[config.mk]
export PLATFORM = sky130hd
export DESIGN_NAME = cam_px_capture
export DESIGN_NICKNAME = d
export VERILOG_FILES = /design/src/rtl/cam_pkg.sv /design/src/rtl/cam_px_capture_rgb565_pack.sv /design/src/rtl/cam_px_capture.sv
export SDC_FILE = /design/constraint.sdc
export NUM_CORES = 1
export LEC_CHECK = 0
export CORE_ASPECT_RATIO = 0.9
export CORE_UTILIZATION = 49
export DETAILED_ROUTE_END_ITERATION = 6
export PLACE_DENSITY = 0.76
export SETUP_SLACK_MARGIN = 0.1
export SYNTH_ARGS = -nofsm -noshare
export SYNTH_HDL_FRONTEND = slang
export SYNTH_SLANG_ARGS = --single-unit
[constraint.sdc]
create_clock -name clk -period 2.22 [get_ports clk]
set_input_delay 0.222 -clock clk [delete_from_list [all_inputs] [get_ports clk]]
set_output_delay 0.222 -clock clk [all_outputs]
set_load 0.03 [all_outputs]
[src/rtl/cam_pkg.sv]
// Shared definitions for the camera capture path: FSM states,
// pixel formats and default frame geometry.
package cam_pkg;

    typedef enum logic [2:0] {
        ST_IDLE   = 3'd0,
        ST_SYNC   = 3'd1,
        ST_VBLANK = 3'd2,
        ST_BYTE1  = 3'd3,
        ST_BYTE2  = 3'd4
    } state_t;

    localparam int FMT_RGB444 = 12;
    localparam int FMT_RGB332 = 8;
    localparam int FMT_RGB111 = 3;

    localparam int IMG_W = 160;
    localparam int IMG_H = 120;

    function automatic bit fmt_legal(input int dw);
        return (dw == FMT_RGB444) || (dw == FMT_RGB332) || (dw == FMT_RGB111);
    endfunction

endpackage

[src/rtl/cam_px_capture_rgb565_pack.sv]
// Combinational RGB565 byte-pair to RGB444/332/111 pixel packer.
// b1 is the first (high) byte on the wire, b2 the second.
module rgb565_pack
    import cam_pkg::*;
#(
    parameter int DW = FMT_RGB444
) (
    input  logic [7:0]    b1,
    input  logic [7:0]    b2,
    output logic [DW-1:0] px
);

    // Each format keeps only the top bits of R, G and B.
    generate
        if (DW == FMT_RGB444) begin : g_444
            assign px = {b1[7:4], b1[2:0], b2[7], b2[4:1]};
        end else if (DW == FMT_RGB332) begin : g_332
            assign px = {b1[7:5], b1[2:0], b2[4:3]};
        end else if (DW == FMT_RGB111) begin : g_111
            assign px = {b1[7], b1[2], b2[4]};
        end else begin : g_bad
            $error("rgb565_pack: DW must be 12, 8 or 3");
            assign px = '0;
        end
    endgenerate

    logic unused_bits;
    assign unused_bits = ^{b1, b2};

endmodule

[src/rtl/cam_px_capture.sv]
// OV7670 byte-stream capture: pairs bytes into pixels and drives the
// frame-buffer write port, with frame-done and overrun reporting.
module cam_px_capture
    import cam_pkg::*;
#(
    parameter int AW   = 15,
    parameter int DW   = FMT_RGB444,
    parameter int NPIX = IMG_W * IMG_H
) (
    input  logic          clk,
    input  logic          reset,
    input  logic          init_en,
    input  logic          cam_vsync,
    input  logic          cam_href,
    input  logic [7:0]    cam_px_data,
    output logic [AW-1:0] mem_px_addr,
    output logic [DW-1:0] mem_px_data,
    output logic          px_wr,
    output logic          frame_done,
    output logic          overrun
);

    generate
        if (NPIX < 1 || NPIX > (2 ** AW)) begin : g_bad_npix
            $error("cam_px_capture: NPIX must be in 1..2**AW");
        end
    endgenerate

    localparam logic [AW-1:0] LAST_ADDR = AW'(NPIX - 1);

    state_t        state_q, state_d;
    logic [7:0]    byte_hi_q, byte_hi_d;
    logic [AW-1:0] addr_q, addr_d;
    logic [DW-1:0] data_q, data_d;
    logic          wr_q, wr_d;
    logic          done_q, done_d;
    logic          ovr_q, ovr_d;
    logic          full_q, full_d;
    logic [DW-1:0] pix;

    rgb565_pack #(.DW(DW)) u_pack (
        .b1 (byte_hi_q),
        .b2 (cam_px_data),
        .px (pix)
    );

    always_comb begin
        state_d   = state_q;
        byte_hi_d = byte_hi_q;
        addr_d    = addr_q;
        data_d    = data_q;
        wr_d      = 1'b0;
        done_d    = 1'b0;
        ovr_d     = ovr_q;
        full_d    = full_q;

        // Address advances after the strobe; the last slot saturates.
        if (wr_q) begin
            if (addr_q == LAST_ADDR) begin
                full_d = 1'b1;
            end else begin
                addr_d = addr_q + AW'(1);
            end
        end

        case (state_q)
            ST_IDLE: begin
                if (init_en) state_d = ST_SYNC;
            end
            ST_SYNC: begin
                if (cam_vsync) state_d = ST_VBLANK;
            end
            ST_VBLANK: begin
                if (!cam_vsync) begin
                    addr_d  = '0;
                    ovr_d   = 1'b0;
                    full_d  = 1'b0;
                    state_d = ST_BYTE1;
                end
            end
            ST_BYTE1: begin
                if (cam_vsync) begin
                    done_d  = 1'b1;
                    state_d = ST_VBLANK;
                end else if (cam_href) begin
                    byte_hi_d = cam_px_data;
                    state_d   = ST_BYTE2;
                end
            end
            ST_BYTE2: begin
                if (cam_vsync) begin
                    done_d  = 1'b1;
                    state_d = ST_VBLANK;
                end else begin
                    state_d = ST_BYTE1;
                    if (cam_href) begin
                        if (full_q) begin
                            ovr_d = 1'b1;
                        end else begin
                            wr_d   = 1'b1;
                            data_d = pix;
                        end
                    end
                end
            end
            default: state_d = ST_IDLE;
        endcase
    end

    always_ff @(posedge clk or posedge reset) begin
        if (reset) begin
            state_q   <= ST_IDLE;
            byte_hi_q <= '0;
            addr_q    <= '0;
            data_q    <= '0;
            wr_q      <= 1'b0;
            done_q    <= 1'b0;
            ovr_q     <= 1'b0;
            full_q    <= 1'b0;
        end else begin
            state_q   <= state_d;
            byte_hi_q <= byte_hi_d;
            addr_q    <= addr_d;
            data_q    <= data_d;
            wr_q      <= wr_d;
            done_q    <= done_d;
            ovr_q     <= ovr_d;
            full_q    <= full_d;
        end
    end

    assign mem_px_addr = addr_q;
    assign mem_px_data = data_q;
    assign px_wr       = wr_q;
    assign frame_done  = done_q;
    assign overrun     = ovr_q;

endmodule
## Word-level counts from Yosys, hierarchy flattened

Cells that the tools add are included.

| word-level totals | value |
|---|---|
| register bits | 42 |
| bits in latches | 0 |
| memory bits (writable) | 0 |
| bits in read-only memories | 0 |
| input port bits | 13 |
| output and inout port bits | 30 |
| word-level logic and storage cells | 56 |
| memories | 0 |

| cells by class | value |
|---|---|
| add/sub/neg operators | 1 |
| $mul | 0 |
| div/mod/pow operators | 0 |
| order comparisons | 0 |
| equal/unequal tests | 12 |
| shifts and indexed selects | 0 |
| multiplexer cells | 26 |
| bitwise operators | 2 |
| reductions and logical operators | 7 |

Operator list:

| kind | number |
|---|---|
| 2-to-1 mux 15 bit | 4 |
| adder 15 x 1 -> 15 bit (second input constant) | 1 |
| equality test 15 bit (second input constant) | 1 |
| 2-to-1 mux 1 bit | 15 |
| 2-to-1 mux 3 bit | 5 |
| one-hot mux 3 bit (5 select lines) | 1 |
| inequality test 2 bit (second input constant) | 6 |
| AND reduction 4 bit | 2 |
| equality test 3 x 2 -> 1 bit (second input constant) | 2 |
| AND reduction 5 bit | 1 |
| equality test 3 x 1 -> 1 bit (second input constant) | 1 |
| equality test 3 bit (second input constant) | 1 |
| zero test 3 bit | 1 |
| inequality test 3 bit (second input constant) | 1 |
| AND reduction 3 bit | 1 |
| inverter 1 bit | 2 |
| one-hot mux 1 bit (2 select lines) | 1 |
| nonzero test 2 bit | 1 |
| OR reduction 2 bit | 1 |

## Longest topological paths before layout

Gate-level depths: netlist of the first run.

| logic depth | value |
|---|---|
| depth after elaboration | 5 |
| mapped depth | 6 |
| gate-level depth less buffers | 5 |

## By module

A second synthesis of the first run with hierarchy kept.

| unflattened totals | value |
|---|---|
| cells, all modules | 175 |
| area total of the unflattened synthesis | 2042.0 um^2 |

Modules (own cells, without submodules):

| module | instances | cells an instance | area each (um^2) | sequential area each (um^2) |
|---|---|---|---|---|
| cam_px_capture | 1 | 163 | 1951.9 | 1051.0 |
| rgb565_pack | 1 | 12 | 90.1 | 0.0 |

## Least setup slack after synthesis of the first run

OpenSTA, ideal clock, no wires.

| timing | value |
|---|---|
| path type | register -> register |
| from | reg addr_q[0] (netlist: mem_px_addr[0]) |
| to | reg addr_q[4] (netlist: mem_px_addr[4]) |
| setup time | 0.096 ns |
| arrival time | 1.762 ns |
| required time | 2.124 ns |
| slack | 0.362 ns |
| stages on the path, launching flop included | 7 |
| path buffers | 1 |
| clock period less this slack | 1.858 ns |
| cell sequence | dfrtp_1 > ha_1 > nand3_1 > nor4_4 > buf_6 > nor2_4 > a311oi_2 |

| on the way | value |
|---|---|
| cells in the longest elaborated chain, start to end | 5 |
| elaborated cells on any way between the ends | 6 |
| those cells by class | 1 x add/sub; 1 x eq/ne; 4 x mux |

Ends and longest elaborated chain:

| item | line | text |
|---|---|---|
| start: declaration | cam_px_capture.sv:33 | `logic [AW-1:0] addr_q, addr_d;` |
| start signal: assignment | cam_px_capture.sv:123 | `addr_q <= addr_d;` |
| adder 15 x 1 -> 15 bit or equality test 15 bit (tied branches) | cam_px_capture.sv:62, cam_px_capture.sv:59 |  |
| 2-to-1 mux 15 bit * | cam_px_capture.sv:59 | `if (addr_q == LAST_ADDR) begin` |
| 2-to-1 mux 15 bit * | cam_px_capture.sv:58 | `if (wr_q) begin` |
| 2-to-1 mux 15 bit | cam_px_capture.sv:74 | `if (!cam_vsync) begin` |
| 2-to-1 mux 15 bit * | cam_px_capture.sv:66 | `case (state_q)` |
| named net addr_d[4] | cam_px_capture.sv:33 |  |

Mark *: on every way through the listed nets, which the timed path passes. The rest lies on a longest branch.
A chain may end at the register's enable or synchronous reset.

## Worst setup path after layout of the first run

| timing | value |
|---|---|
| from | reg addr_q[9] (netlist: mem_px_addr[9]) |
| to | reg addr_q[4] (netlist: mem_px_addr[4]) |

| on the way | value |
|---|---|
| cells in the longest elaborated chain, start to end | 5 |

Ends and longest elaborated chain:

| item | line |
|---|---|
| equality test 15 bit * | cam_px_capture.sv:59 |
| 2-to-1 mux 15 bit * | cam_px_capture.sv:59 |
| 2-to-1 mux 15 bit * | cam_px_capture.sv:58 |
| 2-to-1 mux 15 bit | cam_px_capture.sv:74 |
| 2-to-1 mux 15 bit * | cam_px_capture.sv:66 |
| named net addr_d[4] | cam_px_capture.sv:33 |

Marks and branches as above.

==> results of run 1 <==
## stage by stage
| step | hold slack, ns | setup WS, ns |
|---|---|---|
| final | 0.225 | 0.241 |
| after CTS | 0.240 | 0.201 |
| after global routing | 0.265 | 0.102 |
| after detailed placement | 0.478 | 0.273 |
| after floorplan | 0.330 | 0.362 |
| after global placement | 0.465 | 0.368 |
## power groups by stage
stage	sequential (mW)	clock [mW]	combinational (mW)
floorplan	1.15	0	0.287
global placement	1.02	0	0.638
detailed placement	1.04	0	0.658
CTS	1.02	0.508	0.661
global route	1.05	0.542	0.701
finish	1.02	0.499	0.653
## worst max-delay path, stage by stage, from the launching register on
cell and delay [ns]:
dfrtp_1 0.47, or3b_4 0.44, nor4_4 0.62, nor2_4 0.07
a311oi_2 0.27
## final cells by class
class	count	area share [%]
clock buffer	5	2.81
clock inverter	3	0.869
inverter	6	0.920
multi-input combinational	113	32.8
sequential	41	41.9
tap	46	2.35
timing repair buffer	44	18.3
## flip-flops by register name, summed over array words and instances, names as in the netlist
register / count
mem_px_addr: 15
mem_px_data: 12
byte_hi_q: 7
state_q: 3
frame_done: 1
full_q: 1
overrun: 1
px_wr: 1
## kinds of logic after synthesis
| logic type | after synthesis |
|---|---|
| AOI/OAI and AO/OA | 23 |
| xor gates and xnor gates | 6 |
| muxes | 21 |
| DFF | 41 |
| adders and majority gates | 1 |
| and+or+nand+nor | 62 |
| buffers and inverters | 12 |
## path summary, 6_finish.rpt
kind,from,to,slack [ns],depth (start not counted)
setup / recovery,mem_px_addr[9],mem_px_addr[4],0.24,4
hold / removal,reset,byte_hi_q[6],0.22,2
setup reg to reg,mem_px_addr[9],mem_px_addr[4],0.24,4
hold reg to reg,byte_hi_q[1],mem_px_data[6],0.49,1
max in group asynchronous,reset,state_q[1],1.49,3
min in group clk,byte_hi_q[1],mem_px_data[6],0.49,1
## per-layer routing
metal | part of all wire (%) | vias to the layer above | track usage, %
li1 | - | 689 | -
met1 | 41 | 711 | 26.0
met2 | 51 | 46 | 36.4
met3 | 5.7 | 7 | 6.39
met4 | 1.8 | 0 | 10.6
met5 | 0 | - | 0
## synthesized netlist by cell type, drive strengths merged, types with 2 or more instances
cell type,n
nor4,5
or3,7
nand2,10
inv,5
mux2i,2
xnor2,6
nor2b,3
mux2,19
and3,2
or2,2
clkbuf,2
buf,4
nor2,12
nor3,4
nand3,4
o21ai,8
nand4,6
a21oi,8
dfrtp,41
a22oi,2
or3b,2
==> metrics.yaml, run 1 <==
seq_area_frac_synth_pct: 54.4
ant_nets: 0
fp.dieW_um: 67.4
yosysTopAreaCell: "dfrtp_1"
drt-wirelength-per-cell_um: 15.2
place_congestion: 0.799
crit_path_start_kind: "flop"
power_leakage_nw: 1.04
grt_max_degree: 32
hold_buffers: 0
ys_seq_elements: 41
dieArea_sq_um: 4100
irDropWorstVdd_uv: 593
crit_fanout: 12
area_growth_pct: 29.8
pwr-share-seq_pct: 47.0
synth_top_cell_area_share_pct: 54.4
num_vias: 1453
row_count: 21
tightest_slew_ns: 0.629
dp_cells: 250
clkTransAtPathRegs_ns: 0.09
async_reset_ff_share_pct: 100
synthCells: 166
seqCellArea_sq_um: 1030
numCtsBuffers: 5
mostFrequentLayoutCell: "clkdlybuf4s50_1"
slew_viol_final: 0
syn_area_sq_um: 1890
grt_first_pass_wirelength_um: 6440
ios: 43
grtUsageTotal_pct: 21.8
setup-violations-final: 0
first_iter_violations: 101
hold_violations: 0
wirelength_um: 3910
dpl_cell_area_sq_um: 2360
htreeDepth: 2
clockBufferDepth: 2
max_freq_mhz: 505
synth-compound-area-share_pct: 7.43
grt_pass1_vias: 1408
power_frac_clock_pct: 23.0
cts_resized: 0
syn_avg_cell_area_sq_um: 11.4
yosys_warnings: 0
arrival_ns: 2.19
min-delay-path-class: "input port to asynchronous set/reset pin"
synth-xor-area-share_pct: 2.79
synth_area_leaders: "dfrtp_1 (54%), mux2_2 (9.6%), xnor2_1 (2.8%)"
vias_per_cell: 5.63
synth_edf_count: 0
status: "finished, final reports clean"
power_mw: 2.17
fin_util_pct: 66.1
dpl.hpwl_um: 2820
start_util_pct: 50.9
min_period_over_period_pct: 89.1
overflow: 0
nFillCells: 279
slew-limit-headroom_pct: 57.7
clk_latency_ns: 0.30
synthAdderAreaFrac_pct: 0.664
fin_worst_skew_ns: 0.00820
drcViolationCount: 0
rsz0062_at_grt: "false"
p_per_area_nw_per_um2: 888
design_area_sq_um: 2450
cap_violations: 0
portBuffers: 42
final_cell_mix: "clkdlybuf4s50_1 (42), dfrtp_1 (41), mux2_2 (16)"
fin_nets: 225
crit_path_end_kind: "flop"
stdcell_count: 258
antenna_found_initial: 0
synth-simple-area-share_pct: 19.3
fin_crit_ns: 1.98
setup_tns_ns: 0
synth_top_family_by_area: "simple AND/OR/NAND/NOR gates"
drt_pass1_iterations: 4
p_switching_mw: 0.733
worst_ep_required_time_ns: 2.43
switching_share_pct: 33.8
combPwrFrac_pct: 30.1
postCtsSetupRepairBufs: 0
cts_tree: "built"
internal_power_mw: 1.44
synth_mux_area_share_pct: 12.4
multiInputGateArea_sq_um: 803
antenna_cells: 0
syn_nets: 180
drive_gt1_share_pct: 15.1
root_buffer: "clkbuf_8"
clock-sinks: 41
ys.flop_type: "dfrtp_1"
post_synth_num_cell_types: 41
critPathKind: "flop to flop"
core-area_sq_um: 3700
die_h_um: 60.9
Note: power is estimated with default switching activity, not from simulation.
==> inputs of run 2 (changes only) <==
--- a/config.mk
+++ b/config.mk
@@ -10,6 +10,7 @@
 export DETAILED_ROUTE_END_ITERATION = 6
 export PLACE_DENSITY = 0.76
 export SETUP_SLACK_MARGIN = 0.1
+export SLEW_MARGIN = 40
 export SYNTH_ARGS = -nofsm -noshare
 export SYNTH_HDL_FRONTEND = slang
 export SYNTH_SLANG_ARGS = --single-unit
==> results of run 2 <==
No change in the layout: final DEF, timing and power equal those of run 1.
